[src/rtl/beat_map_sequencer.sv]
// beat_map_sequencer: steps through a song chart held in an external
// synchronous ROM, one row every TICK_DIV clocks, and emits one-cycle per-lane
// map strobes for the downstream note generators.
// Optional build macro LOOP_CHART_EN: the chart wraps to row 0 after the last
// row and done becomes a single-cycle pulse on the wrap step.
module beat_map_sequencer #(
  parameter int TICK_DIV  = 4,
  parameter int CHART_LEN = 64,
  parameter int ADDR_W    = 6,
  parameter int LANES     = 8
) (
  input  logic              clk,
  input  logic              resetn,
  input  logic              start,
  input  logic              pause,
  input  logic [LANES-1:0]  chart_data,
  output logic [ADDR_W-1:0] chart_addr,
  output logic [LANES-1:0]  map,
  output logic              step_tick,
  output logic              playing,
  output logic              done
);

  localparam int CNT_W = (TICK_DIV > 2) ? $clog2(TICK_DIV) : 1;

  localparam logic [1:0] S_IDLE  = 2'd0;
  localparam logic [1:0] S_RUN   = 2'd1;
  localparam logic [1:0] S_PAUSE = 2'd2;
  localparam logic [1:0] S_DONE  = 2'd3;

  localparam logic [CNT_W-1:0]  CNT_LAST  = CNT_W'(TICK_DIV - 1);
  localparam logic [ADDR_W-1:0] ADDR_LAST = ADDR_W'(CHART_LEN - 1);

  logic [1:0]        state_q,   state_d;
  logic [CNT_W-1:0]  cnt_q,     cnt_d;
  logic [ADDR_W-1:0] addr_q,    addr_d;
  logic [LANES-1:0]  map_q,     map_d;
  logic              step_q,    step_d;
  logic              playing_q, playing_d;
  logic              done_q,    done_d;
`ifdef LOOP_CHART_EN
  logic              wrap;
`endif

  // Next-state: tick counting, row stepping and start/pause/end handling.
  always_comb begin
    state_d = state_q;
    cnt_d   = cnt_q;
    addr_d  = addr_q;
    map_d   = '0;
    step_d  = 1'b0;
`ifdef LOOP_CHART_EN
    wrap    = 1'b0;
`endif
    case (state_q)
      S_IDLE: begin
        cnt_d  = '0;
        addr_d = '0;
        if (start) state_d = S_RUN;
      end
      S_RUN: begin
        if (pause) begin
          // The cycle that sees pause still counts, but a step is never
          // taken; at the last tick the counter waits so the step is deferred.
          state_d = S_PAUSE;
          if (cnt_q != CNT_LAST) cnt_d = cnt_q + 1'b1;
        end else if (cnt_q == CNT_LAST) begin
          cnt_d  = '0;
          map_d  = chart_data;
          step_d = 1'b1;
          if (addr_q == ADDR_LAST) begin
`ifdef LOOP_CHART_EN
            addr_d = '0;
            wrap   = 1'b1;
`else
            state_d = S_DONE;
`endif
          end else begin
            addr_d = addr_q + 1'b1;
          end
        end else begin
          cnt_d = cnt_q + 1'b1;
        end
      end
      S_PAUSE: begin
        if (!pause) state_d = S_RUN;
      end
      S_DONE: begin
        if (start) begin
          addr_d  = '0;
          cnt_d   = '0;
          state_d = S_RUN;
        end
      end
      default: state_d = S_IDLE;
    endcase
    // Status flags are registered from the current state, so they trail the
    // state transition by one cycle.
    playing_d = (state_q == S_RUN) || (state_q == S_PAUSE);
`ifdef LOOP_CHART_EN
    done_d = wrap;
`else
    done_d = (state_q == S_DONE);
`endif
  end

  // State and output registers; reset cancels any strobe in flight.
  always_ff @(posedge clk or negedge resetn) begin
    if (!resetn) begin
      state_q   <= S_IDLE;
      cnt_q     <= '0;
      addr_q    <= '0;
      map_q     <= '0;
      step_q    <= 1'b0;
      playing_q <= 1'b0;
      done_q    <= 1'b0;
    end else begin
      state_q   <= state_d;
      cnt_q     <= cnt_d;
      addr_q    <= addr_d;
      map_q     <= map_d;
      step_q    <= step_d;
      playing_q <= playing_d;
      done_q    <= done_d;
    end
  end

  assign chart_addr = addr_q;
  assign map        = map_q;
  assign step_tick  = step_q;
  assign playing    = playing_q;
  assign done       = done_q;

endmodule

[config.mk]
export PLATFORM = sky130hd
export DESIGN_NAME = beat_map_sequencer
export DESIGN_NICKNAME = d
export VERILOG_FILES = /design/src/rtl/beat_map_sequencer.sv
export SDC_FILE = /design/constraint.sdc
export NUM_CORES = 1
export LEC_CHECK = 0
export CAP_MARGIN = 20
export CORE_ASPECT_RATIO = 0.7
export CORE_MARGIN = 3
export CORE_UTILIZATION = 46
export DETAILED_ROUTE_END_ITERATION = 16
export PLACE_DENSITY = 0.74
export SYNTH_ARGS = -nofsm -noshare
export SYNTH_HDL_FRONTEND = slang
export SYNTH_SLANG_ARGS = --single-unit
[constraint.sdc]
create_clock -name clk -period 2 [get_ports clk]
set_input_delay 0.2 -clock clk [delete_from_list [all_inputs] [get_ports clk]]
set_output_delay 0.2 -clock clk [all_outputs]
set_load 0.005 [all_outputs]
==> qor.csv <==
metric,value,unit
outcome,"complete, no violations",
Num CTS Buffers,3,
Metal-1 WL,964,um
Finished Core Util,68.34,%
first-pass GRT wire length,3.339,mm
I/O Buffers,28,
Layout area overhead,33.21,%
first drt pass iteration count,4,
setup TNS,0,ns
count of cell types in the netlist,28,
fin crit share,89.23,%
Die W,62.00,um
core footprint,1968,um^2
Post-CTS Setup Inserts,0,
top layer reached by signal wires,met4,
Hold Path Class,primary input to asynchronous set/reset pin,
Avg WL per Cell,13.63,um
register area share after synthesis,52.04,%
LEAKAGE,0.6017,nW
n_diodes,0,
TritonCTS clock tree,yes,
number of global-route vias before repair,731,
via/cell ratio,5.178,
drt first-iter violations,24,
Die Area,2802,um^2
CTS hold repair buffers,0,
Setup CP Type,flip-flop to flip-flop,
Reg2Reg Depth,6,
pin count of the biggest net entering global routing,22,
Post-Route WL,2.072,mm
Met2 Routed Length,960,um
Post-route DRC,0,
DRT antenna net count,0,
CP Max Fanout,12,
Fillers,160,
# setup viols final,0,
Placer Congestion,0.8520,
Least-Margin Pin Slew,0.2981,ns
Worst path slowest cell,dfrtp_1,
Pins Over Slew Limit,0,
Ys Warns,0,
fin area,1345,um^2
post-detail-place hpwl,1.585,mm
placed cell area,1319,um^2
Total GRT Usage,16.57,%
die height,45.20,um
Startpoint Class,flip-flop,
Root Driver,clkbuf_4,
"Hold Vio Cnt, Final",0,
met3 WL,135,um
total grt overflow,0,
initial antenna violation count,0,
Resized cells post-CTS,0,
clock sink count,21,
Mapped Area,1010,um^2
share of cells above drive strength 1,6.557,%
RSZ-0062 raised after global routing,false,
H-tree depth,1,
Critical Path Max Stage Delay,0.44,ns
Initial Util,51.30,%
Max VDD drop,0.6925,mV
PwrDens,1076,nW/um^2
crit path DAT,2.02,ns
Max Cap Viol,0,
Mapped Nets,108,
post-layout min period,1.785,ns
clock buffer depth,2,
Ports,29,
final hold slack,0.2199,ns
"Req. time, crit path",2.23,ns
via count,787,
post-synthesis cell count,91,
syn avg cell area,11.10,um^2
relative slew slack,80.05,%
num rows,13,
"FF+latch count, synth",21,
"CTS clk-pin slew, worst paths",0.11,ns
max frequency,560.3,MHz
crit-path cells,inv_1 > ha_1 > and3b_1 > a2bb2oi_4 > a41oi_1 > a21oi_1,
worst-skew pair later-pin latency,0.30,ns
Setup crit end kind,flip-flop,
Overall Power,1.448,mW
Worst Skew,0.004092,ns
fin nets,140,
## sequential cells by signal (all words and copies together), names as in the netlist
signal / flops
playing: 1
state_q: 2
cnt_q: 2
step_tick: 1
map: 8
done: 1
chart_addr: 6
## area by class of cell
class	count	area, um^2	share of cell area [%]
clock buffer	4	26.28	1.953
inverter	5	18.77	1.395
multi-input combinational	61	434.2	32.28
sequential	21	525.5	39.07
tap	30	37.54	2.791
timing repair buffer	31	302.8	22.51
## stage by stage
| stage | setup WS [ns] | cells |
|---|---|---|
| final | 0.2154 | 152 |
| after global placement | 0.3002 | 148 |
| after global routing | 0.06393 | 152 |
| after CTS | 0.2101 | 152 |
| after floorplan | 0.3946 | 91 |
| after detailed placement | 0.2493 | 148 |
## per-layer routing
metal  track usage [%]  vias to the layer above
met5                 0                        -
li1                  -                      387
met2             25.00                       23
met3             5.429                        2
met1             22.54                      375
met4             5.085                        0
## power breakdown
part | internal [mW] | switching [mW] | total [mW]
registers | 0.509 | 0.0834 | 0.592
logic | 0.332 | 0.323 | 0.655
clock network | 0.0778 | 0.123 | 0.200
total | 0.918 | 0.529 | 1.45
## cell usage in the layout, fill, tap and decap left out, drive strengths merged
cell type / instances
o211ai: 1
nand3: 7
o21ai: 1
nor2b: 3
and3: 1
a32o: 1
a2bb2oi: 1
clkdlybuf4s50: 28
and3b: 1
clkbuf: 4
inv: 5
nand2b: 2
dfrtp: 21
and2: 8
ha: 5
a22o: 2
nor2: 2
nand4: 3
a31oi: 1
a21oi: 8
buf: 3
nand2: 5
a22oi: 1
o21bai: 1
a41oi: 2
mux2i: 2
o31ai: 3
## kinds of logic after synthesis
logic type | Yosys count | share of synthesized area [%]
flip-flops | 21 | 52.04
adder cells (fa/ha/maj) | 5 | 6.196
multiplexers | 2 | 1.983
AND/OR/NAND/NOR | 32 | 17.47
AO/OA/AOI/OAI | 22 | 17.35
buffers and inverters | 9 | 4.956
## final timing paths
path	from	endpoint	slack (ns)
setup / recovery	state_q[1]	chart_addr[3]	0.22
hold / removal	resetn	map[4]	0.22
setup reg to reg	state_q[1]	chart_addr[3]	0.22
hold reg to reg	cnt_q[1]	cnt_q[1]	0.57
max in group asynchronous	resetn	map[7]	1.57
min in group clk	chart_data[6]	map[6]	0.45
## synth_stat cells
cell type,count,area [um^2]
and2_1,8,50.05
and3b_1,1,8.760
nor2_1,2,7.510
nand3_1,7,35.03
a41oi_1,1,8.760
a31oi_1,1,6.260
a32o_1,1,10.01
clkbuf_1,1,3.750
a21oi_1,8,40.04
a2bb2oi_4,1,26.28
inv_1,5,18.77
a22oi_1,1,7.510
and3_1,1,6.260
dfrtp_1,21,525.5
nand2_1,5,18.77
nand2b_1,2,12.51
nand4_1,3,18.77
o31ai_1,3,22.52
buf_6,2,22.52
o21bai_1,1,7.510
o21ai_0,1,5.000
a22o_1,2,17.52
nor2b_1,3,18.77
buf_2,1,5.000
o211ai_1,1,7.510
mux2i_1,2,20.02
ha_1,5,62.56
a41oi_2,1,16.27
## critical path, delay by kind of cell (launching register included)
family / cells / cell delay (ns)
AOI/OAI and AO/OA: 3 / 0.61
DFF: 1 / 0.44
and+or+nand+nor: 1 / 0.28
adders and majority gates: 1 / 0.31
buffers and inverters: 1 / 0.08
No activity file was read; power rests on OpenSTA's default activity.
